`config.mk`:
```
export PLATFORM = sky130hd
export DESIGN_NAME = rc4_key_search_ctrl
export DESIGN_NICKNAME = d
export VERILOG_FILES = /design/src/rtl/rc4_crack_pkg.sv /design/src/rtl/rc4_watchdog.sv /design/src/rtl/rc4_key_search_ctrl.sv
export SDC_FILE = /design/constraint.sdc
export NUM_CORES = 1
export LEC_CHECK = 0
export ABC_AREA = 1
export CAP_MARGIN = 15
export CELL_PAD_IN_SITES_DETAIL_PLACEMENT = 0
export CELL_PAD_IN_SITES_GLOBAL_PLACEMENT = 1
export CORE_MARGIN = 5
export CORE_UTILIZATION = 38
export DETAILED_ROUTE_END_ITERATION = 6
export PLACE_DENSITY_LB_ADDON = 0.1
export SYNTH_ARGS = -nofsm -noshare
export SYNTH_HDL_FRONTEND = slang
export SYNTH_SLANG_ARGS = --single-unit
```
`constraint.sdc`:
```
create_clock -name clk -period 3.02 [get_ports clk]
set_clock_uncertainty 0.15 [all_clocks]
set_input_delay 0.453 -clock clk [delete_from_list [all_inputs] [get_ports clk]]
set_output_delay 0.453 -clock clk [all_outputs]
set_load 0.05 [all_outputs]
```
`src/rtl/rc4_crack_pkg.sv`:
```
// Shared types for the RC4 key-search control slice: key width, key type and
// the search sequencer state encoding.
`timescale 1ns/1ps
package rc4_crack_pkg;
  localparam int KEY_WIDTH  = 24;
  localparam int WDOG_WIDTH = 32;

  typedef logic [KEY_WIDTH-1:0] key_t;

  typedef enum logic [2:0] {
    S_IDLE,
    S_LAUNCH,
    S_WAIT,
    S_FOUND,
    S_EXHAUSTED,
    S_FAULT
  } search_state_e;
endpackage

```
`src/rtl/rc4_watchdog.sv`:
```
// Cycle watchdog: counts enabled cycles since the last clear and fires on the
// cycle the count reaches limit-1. A limit of zero disables firing.
`timescale 1ns/1ps
module rc4_watchdog
  import rc4_crack_pkg::*;
#(
  parameter int WIDTH = WDOG_WIDTH
) (
  input  logic             clk,
  input  logic             rst,
  input  logic             clr,
  input  logic             en,
  input  logic [WIDTH-1:0] limit,
  output logic             fire
);

  logic [WIDTH-1:0] count;

  always_ff @(posedge clk or posedge rst) begin
    if (rst) begin
      count <= '0;
    end else if (clr) begin
      count <= '0;
    end else if (en) begin
      count <= count + 1'b1;
    end
  end

  // fire is qualified by en so a cycle that is not counted can never trip it
  assign fire = en && (limit != '0) && (count == limit - 1'b1);

endmodule

```
`src/rtl/rc4_key_search_ctrl.sv`:
```
// Brute-force RC4 key search sequencer: launches one candidate key at a time
// into the cracking core and stops on a match, range end or watchdog fault.
//
// state       | meaning
// S_IDLE      | waiting for start
// S_LAUNCH    | core_start pulse for core_key
// S_WAIT      | waiting for chk_finish, watchdog running
// S_FOUND     | match found, found_key holds it
// S_EXHAUSTED | range finished without a match
// S_FAULT     | watchdog expired waiting on the core
`timescale 1ns/1ps
module rc4_key_search_ctrl
  import rc4_crack_pkg::*;
#(
  parameter int                  KEY_WIDTH      = rc4_crack_pkg::KEY_WIDTH,
  parameter logic [KEY_WIDTH-1:0] KEY_FIRST     = '0,
  parameter logic [KEY_WIDTH-1:0] KEY_LAST      = KEY_WIDTH'(24'h3FFFFF),
  parameter int                  KEY_STEP       = 1,
  parameter int                  TIMEOUT_CYCLES = 0
) (
  input  logic                 clk,
  input  logic                 rst,
  input  logic                 start,
  input  logic                 abort,
  output logic                 core_start,
  output logic [KEY_WIDTH-1:0] core_key,
  input  logic                 chk_finish,
  input  logic                 chk_valid,
  output logic                 busy,
  output logic                 found,
  output logic                 exhausted,
  output logic                 timeout_err,
  output logic [KEY_WIDTH-1:0] found_key,
  output logic [KEY_WIDTH-1:0] keys_tried
);

  search_state_e state, state_nxt;

  logic [KEY_WIDTH-1:0] key_reg;
  logic [KEY_WIDTH:0]   key_sum;
  logic                 past_last;
  logic                 ld_first, inc_tried, set_found, adv_key;
  logic                 wd_clr, wd_en, wd_fire;

  // one extra bit so a step past the top of the key space cannot wrap to 0
  assign key_sum   = {1'b0, key_reg} + (KEY_WIDTH+1)'(KEY_STEP);
  assign past_last = key_sum > {1'b0, KEY_LAST};

  assign wd_clr = (state == S_LAUNCH);
  assign wd_en  = (state == S_WAIT) && !chk_finish;

  rc4_watchdog #(
    .WIDTH(WDOG_WIDTH)
  ) u_watchdog (
    .clk  (clk),
    .rst  (rst),
    .clr  (wd_clr),
    .en   (wd_en),
    .limit(WDOG_WIDTH'(TIMEOUT_CYCLES)),
    .fire (wd_fire)
  );

  always_ff @(posedge clk or posedge rst) begin
    if (rst) begin
      state      <= S_IDLE;
      key_reg    <= KEY_FIRST;
      found_key  <= '0;
      keys_tried <= '0;
    end else begin
      state <= state_nxt;
      if (ld_first) begin
        key_reg    <= KEY_FIRST;
        found_key  <= '0;
        keys_tried <= '0;
      end
      if (adv_key)   key_reg    <= key_sum[KEY_WIDTH-1:0];
      if (inc_tried) keys_tried <= keys_tried + 1'b1;
      if (set_found) found_key  <= key_reg;
    end
  end

  always_comb begin
    state_nxt = state;
    ld_first  = 1'b0;
    inc_tried = 1'b0;
    set_found = 1'b0;
    adv_key   = 1'b0;
    case (state)
      S_IDLE, S_FOUND, S_EXHAUSTED, S_FAULT: begin
        if (start) begin
          state_nxt = S_LAUNCH;
          ld_first  = 1'b1;
        end
      end
      S_LAUNCH: state_nxt = abort ? S_IDLE : S_WAIT;
      S_WAIT: begin
        // abort outranks a finish arriving in the same cycle
        if (abort) begin
          state_nxt = S_IDLE;
        end else if (chk_finish) begin
          inc_tried = 1'b1;
          if (chk_valid) begin
            state_nxt = S_FOUND;
            set_found = 1'b1;
          end else if (past_last) begin
            state_nxt = S_EXHAUSTED;
          end else begin
            state_nxt = S_LAUNCH;
            adv_key   = 1'b1;
          end
        end else if (wd_fire) begin
          state_nxt = S_FAULT;
        end
      end
      default: state_nxt = S_IDLE;
    endcase
  end

  assign core_key    = key_reg;
  assign core_start  = (state == S_LAUNCH);
  assign busy        = (state == S_LAUNCH) || (state == S_WAIT);
  assign found       = (state == S_FOUND);
  assign exhausted   = (state == S_EXHAUSTED);
  assign timeout_err = (state == S_FAULT);

endmodule

```
# After elaboration in Yosys (flattened, before gate mapping)
# Cells that the tools add are included.
dict set report word_totals {
  register_bits 75
  input_bits 6
  output_inout_bits 77
  word_cells 46
}
dict set report classes {
  addsub 2
  n_lt_le_gt_ge 1
  n_eq_ne 7
  mux 25
  reduce_logical 7
}
# operator count
set ops {}
lappend ops {{24-bit two-way mux} 4}
lappend ops {{24-bit by 1-bit adder with 25-bit output (second input constant)} 1}
lappend ops {{25-bit by 22-bit greater-than comparator with 1-bit output (second input constant)} 1}
lappend ops {{24-bit by 1-bit adder with 24-bit output (second input constant)} 1}
lappend ops {{3-bit two-way mux} 5}
lappend ops {{1-bit two-way mux} 14}
lappend ops {{3-bit one-hot mux with 3 select lines} 1}
lappend ops {{3-bit by 2-bit equality test with 1-bit output (second input constant)} 2}
lappend ops {{3-bit equality test (second input constant)} 2}
lappend ops {{2-bit nonzero test} 3}
lappend ops {{4-bit OR reduction} 1}
lappend ops {{3-bit by 1-bit equality test with 1-bit output (second input constant)} 1}
lappend ops {{3-bit logical NOT} 1}
lappend ops {{3-bit != test (second input constant)} 1}
lappend ops {{2-bit two-way mux} 1}
lappend ops {{2-bit != test (second input constant)} 1}
lappend ops {{2-bit AND reduction} 1}
lappend ops {{1-bit logical OR} 1}

# Logic depth before layout (Yosys ltp)
dict set report depth {
  depth_word 8
  mapped_depth 17
  depth_no_buf 17
}

# Cells and area by module
# From an unflattened synthesis, not the netlist that was laid out.
dict set report unflattened {
  hier_cells 1083
  hier_area_um2 7435.9
}
# mod instances cells_each area_each_um2 seq_area_each_um2
set by_module_without_submodules {}
lappend by_module_without_submodules {rc4_key_search_ctrl 1 535 4115.2 1876.8}
lappend by_module_without_submodules {rc4_watchdog 1 548 3320.7 800.8}

# Least setup slack after synthesis
# Ideal clock, no wire load.
dict set report synth_path {
  path_kind {flip-flop to flip-flop}
  startpoint {register state[0]}
  endpoint {register found_key[19]}
  setup_time_ps 133
  arrival_ps 2484
  required_ps 2737
  slack_ps 254
  path_stages_with_launch 10
  path_buffers 2
  synth_period_minus_slack_ps 2766
  path_cell_list {dfrtp_1 > inv_1 > nor3_1 > nor3_1 > inv_1 > nand2_1 > clkbuf_1 > buf_1 > nand3_1 > o21ai_0}
}
dict set report synth_between {
  elab_chain_len 4
  elab_cells_between_ends 10
  cone_classes {eq/ne (4); mux (3); reduce/logical (3)}
}
# item line_no
set synth_lines {}
lappend synth_lines {{from (decl)} rc4_key_search_ctrl.sv:37} ;# search_state_e state, state_nxt;
lappend synth_lines {{from (signal assigned)} rc4_key_search_ctrl.sv:70} ;# state <= state_nxt;
lappend synth_lines {{3-bit by 2-bit equality test with 1-bit output} -}
lappend synth_lines {{via found} rc4_key_search_ctrl.sv:30} ;# output logic found,
lappend synth_lines {{4-bit OR reduction} rc4_key_search_ctrl.sv:88} ;# case (state)
lappend synth_lines {{1-bit two-way mux} rc4_key_search_ctrl.sv:88}
lappend synth_lines {{2-bit nonzero test (no source line)} -}
lappend synth_lines {{to (signal assigned)} rc4_key_search_ctrl.sv:78} ;# if (set_found) found_key <= key_reg;
lappend synth_lines {{to (decl)} rc4_key_search_ctrl.sv:33} ;# output logic [KEY_WIDTH-1:0] found_key,
# The timed path passes the listed nets, and every way through them passes these cells.
# A chain may end at the register's enable or synchronous reset.

# Worst setup path after layout
dict set report layout_path {
  startpoint {register key_reg[0] (netlist: core_key[0])}
  endpoint {register key_reg[20] (netlist: core_key[20])}
}
dict set report layout_between {
  elab_chain_len 8
  elab_cells_between_ends 9
  cone_classes {add/sub (1); order compare (1); mux (6); reduce/logical (1)}
}
# item line_no
set layout_lines {}
lappend layout_lines {{from (decl)} rc4_key_search_ctrl.sv:39} ;# logic [KEY_WIDTH-1:0] key_reg;
lappend layout_lines {{from (signal assigned)} rc4_key_search_ctrl.sv:76} ;# if (adv_key) key_reg <= key_sum[KEY_WIDTH-1:0];
lappend layout_lines {{24-bit by 1-bit adder with 25-bit output (*)} rc4_key_search_ctrl.sv:46} ;# assign key_sum = {1'b0, key_reg} + (KEY_WIDTH+1)'(KEY_STEP);
lappend layout_lines {{25-bit by 22-bit greater-than comparator with 1-bit output} rc4_key_search_ctrl.sv:47} ;# assign past_last = key_sum > {1'b0, KEY_LAST};
lappend layout_lines {{1-bit two-way mux} rc4_key_search_ctrl.sv:105} ;# end else if (past_last) begin
lappend layout_lines {{1-bit two-way mux} rc4_key_search_ctrl.sv:102} ;# if (chk_valid) begin
lappend layout_lines {{1-bit two-way mux} rc4_key_search_ctrl.sv:100} ;# end else if (chk_finish) begin
lappend layout_lines {{1-bit two-way mux} rc4_key_search_ctrl.sv:98} ;# if (abort) begin
lappend layout_lines {{1-bit two-way mux} rc4_key_search_ctrl.sv:88}
lappend layout_lines {{24-bit two-way mux / 2-bit nonzero test (equally long branches)} -}
# Mark *: on every way between the ends. The rest lies on a longest branch, timed or not.

==> flow_summary.toml <==
[status]
status = "complete, no violations"

[sta]
max_slew_margin_pct = 61.5
grt_setup_unrepaired = "no"
tightest_slew_ns = 0.576
period_share_pct = 90.9
setup_viol_count_final = 0
achievable-frequency_ghz = 0.364
setup-tns-final_ns = 0
drv_slew = 0
timing.final.hold_violations = 0
timing.final.crit_period_ns = 2.74

[global_route]
grt_pass1_wl_um = 18800
antenna_found_initial = 0
gr-usage-all-layers_pct = 17.7
global_route.overflow_total = 0
grt_start_max_net_pins = 58
first_global_vias = 3711

[setup_path]
cp_data_required_time_ns = 3.14
reg2reg_slack_ns = 0.28
reg2reg_from = "core_key[0]"
worstSetupPathType = "reg -> reg"
worst-r2r-cell-count = 14
rr_endpoint = "core_key[20]"
worst_ep_arrival_time_ns = 2.86
crit_path_start_kind = "flip-flop"
crit_path_max_fanout = 18
cp-end-kind = "flip-flop"

[yosys]
muxShareOfSynthArea_pct = 0.460
synth_xor_area_share_pct = 0.201
synth.ff_latch_count = 75
yosys.area_share.simple_pct = 35.6
synth_compound_area_share_pct = 11.8
synthArstFlopShare_pct = 100
synth_flop_type = "dfrtp_1"
synth.avg_cell_area_um2 = 7.88
synth-adder-area-share_pct = 0.862
ys_seq_area_share_pct = 43.1
synth_cells = 553
dominant_combinational_cell_family_by_area_after_synthesis = "simple AND/OR/NAND/NOR gates"
synthesis.yosys.warnings = 0
synth_edf_count = 0
synth_cell_types = 38
synthesis.nets = 562
syn-cell-area_um2 = 4360

[drt]
drtPass1Iterations = 4
final_antenna_net_count = 0
wl_per_cell_um = 14.9
detail_route.vias_per_cell = 5.03
drcViolationCount = 0
drt_first_iter_violations = 235
detail_route.wirelength_um = 11700
num_vias = 3937

[floorplan]
row_count = 39
die-height_um = 117
pin_count = 83
core_area_um2 = 11300
die_x_um = 117
die_area_um2 = 13700
start_util_pct = 38.5

[clocking]
tritoncts = "yes"
cts_post_setup_buffers_inserted = 0
cts-buffers-inserted = 9
cts_repair_resize_count = 0
cts_hold_buf = 0
cts_max_path_buffers = 2
cts-root-buf = "clkbuf_16"
clkLatencyLatePin_ns = 0.34
cts_sinks = 75
cts.reportedPaths.clkPinSlew_ns = 0.06
htreeDepth = 3

[worst_hold_path]
worstHoldPathCells = 1
hold_path.class = "reg -> reg"
hold_path_startpoint = "keys_tried[23]"
whs_endpoint = "keys_tried[23]"

[pwr]
power.share.switching_pct = 31.5
p_per_area_nw_per_um2 = 472
total_leakage_power_nw = 2.32
pwr-share-clk_pct = 40.0
p_sw_mw = 0.837
total_power_mw = 2.66
share_seq_of_total_power_pct = 39.8
power.combinational.fraction_pct = 20.3
peakVddDrop_uv = 229
internal-power_mw = 1.82

[cells_and_area]
diodes = 0
area_growth_syn_to_layout_pct = 29.4
n_fill_cell = 1153
post_route_cells_drive_above_1_share_pct = 15.2
finalCoreUtilization_pct = 49.8
num-nets-final = 646

[flow_run]
maxCapViolations = 0

[placed_design]
placement.io_buffers = 82
post-dp-hpwl_um = 8540
routability_congestion_estimate_from_global_placement = 0.828
==> registers in the layout, indices dropped and copies added, names as in the netlist <==
name	flops
keys_tried	24
state	3
core_key	24
found_key	24
==> worst max path at each step <==
stage | from | to | depth (start not counted)
detailed placement | core_key[0] | core_key[20] | 14
finish | core_key[0] | core_key[20] | 14
floorplan | state[0] | found_key[19] | 9
global route | core_key[0] | core_key[21] | 14
CTS | core_key[0] | core_key[20] | 14
global placement | core_key[0] | core_key[21] | 14
==> cell usage in the layout (no fill, tap or decap), types with 2 or more instances in the layout <==
master,Yosys,layout
a21oi_1,8,8
a22oi_1,4,4
a31oi_1,3,3
buf_12,0,3
buf_4,0,4
clkbuf_16,0,9
clkdlybuf4s50_1,0,82
clkinv_2,0,2
dfrtp_1,75,75
ha_1,3,3
inv_1,64,63
inv_2,3,4
mux2i_1,2,2
nand2_1,128,127
nand2_2,6,7
nand2_4,2,2
nand3_1,62,62
nand3_2,20,20
nand4_1,12,12
nor2_1,46,46
nor2_2,10,10
nor2_4,2,2
nor3_1,8,8
nor3_2,3,3
nor4_1,2,2
o21ai_0,34,34
o21ai_1,3,3
o21ai_2,23,23
o22ai_1,2,2
or2_2,3,3
==> routing by layer <==
metal	vias up	track usage, %	routed length (um)
met4	0	7.11	174
met1	1857	23.5	5330
met5	-	0	0
met2	74	28.9	5720
met3	11	2.88	447
li1	1995	-	-
==> through the flow <==
| stage | cell area [um^2] | setup WS (ns) | instances | hold slack (ns) |
|---|---|---|---|---|
| after floorplan | 4360 | 0.254 | 553 | 0.381 |
| after global placement | 5350 | 0.368 | 769 | 0.321 |
| after detailed placement | 5350 | 0.322 | 769 | 0.333 |
| after CTS | 5640 | 0.267 | 783 | 0.342 |
| after global routing | 5640 | 0.0922 | 783 | 0.367 |
| final | 5640 | 0.275 | 783 | 0.335 |
==> final cells by class <==
cell class / count / area [um^2] / share of cell area [%]
Clock buffer: 11 / 243 / 4.31
Sequential cell: 75 / 1880 / 33.3
Tap cell: 143 / 179 / 3.17
Inverter: 68 / 255 / 4.53
Timing Repair Buffer: 89 / 911 / 16.2
Clock inverter: 3 / 40.0 / 0.710
Multi-Input combinational cell: 394 / 2130 / 37.8
==> critical path, stage by stage, from the launching register on <==
cell	delay, ns
dfrtp_1	0.49
ha_1	0.25
nand2_2	0.09
nor2_4	0.20
nand3_1	0.18
nand2_1	0.10
nand2_1	0.09
nor2_1	0.21
nand3_2	0.09
nor2_2	0.11
nand3_2	0.11
nand4_4	0.10
buf_4	0.29
nand3_1	0.13
o21ai_2	0.08
==> cell usage after synthesis (4+ instances only) <==
cell | number | area, um^2
nor3_1 | 8 | 40.0
o21ai_2 | 23 | 201
a22oi_1 | 4 | 30.0
nand2_2 | 6 | 37.5
clkbuf_1 | 7 | 26.3
nor2_1 | 46 | 173
nor2_2 | 10 | 62.6
buf_6 | 4 | 45.0
o21ai_0 | 34 | 170
inv_1 | 64 | 240
nand4_1 | 12 | 75.1
dfrtp_1 | 75 | 1880
nand2_1 | 128 | 480
nand3_2 | 20 | 200
nand3_1 | 62 | 310
a21oi_1 | 8 | 40.0
==> cell families (layout without fill, tap and decap cells) <==
| kind of cell | Yosys count | count (layout) |
|---|---|---|
| XOR/XNOR | 1 | 1 |
| multiplexers | 2 | 2 |
| flip-flops | 75 | 75 |
| adder cells (fa/ha/maj) | 3 | 3 |
| buffers and inverters | 84 | 171 |
| AO/OA/AOI/OAI | 80 | 80 |
| AND/OR/NAND/NOR | 308 | 308 |
==> power groups by stage <==
stage	clock network [mW]	logic [mW]	registers, mW
after floorplan	0	0.354	1.10
after global placement	0	0.544	1.07
after detailed placement	0	0.546	1.07
after CTS	1.09	0.547	1.06
after global routing	1.14	0.587	1.06
final	1.06	0.539	1.06
(Power assumes the default switching activity.)
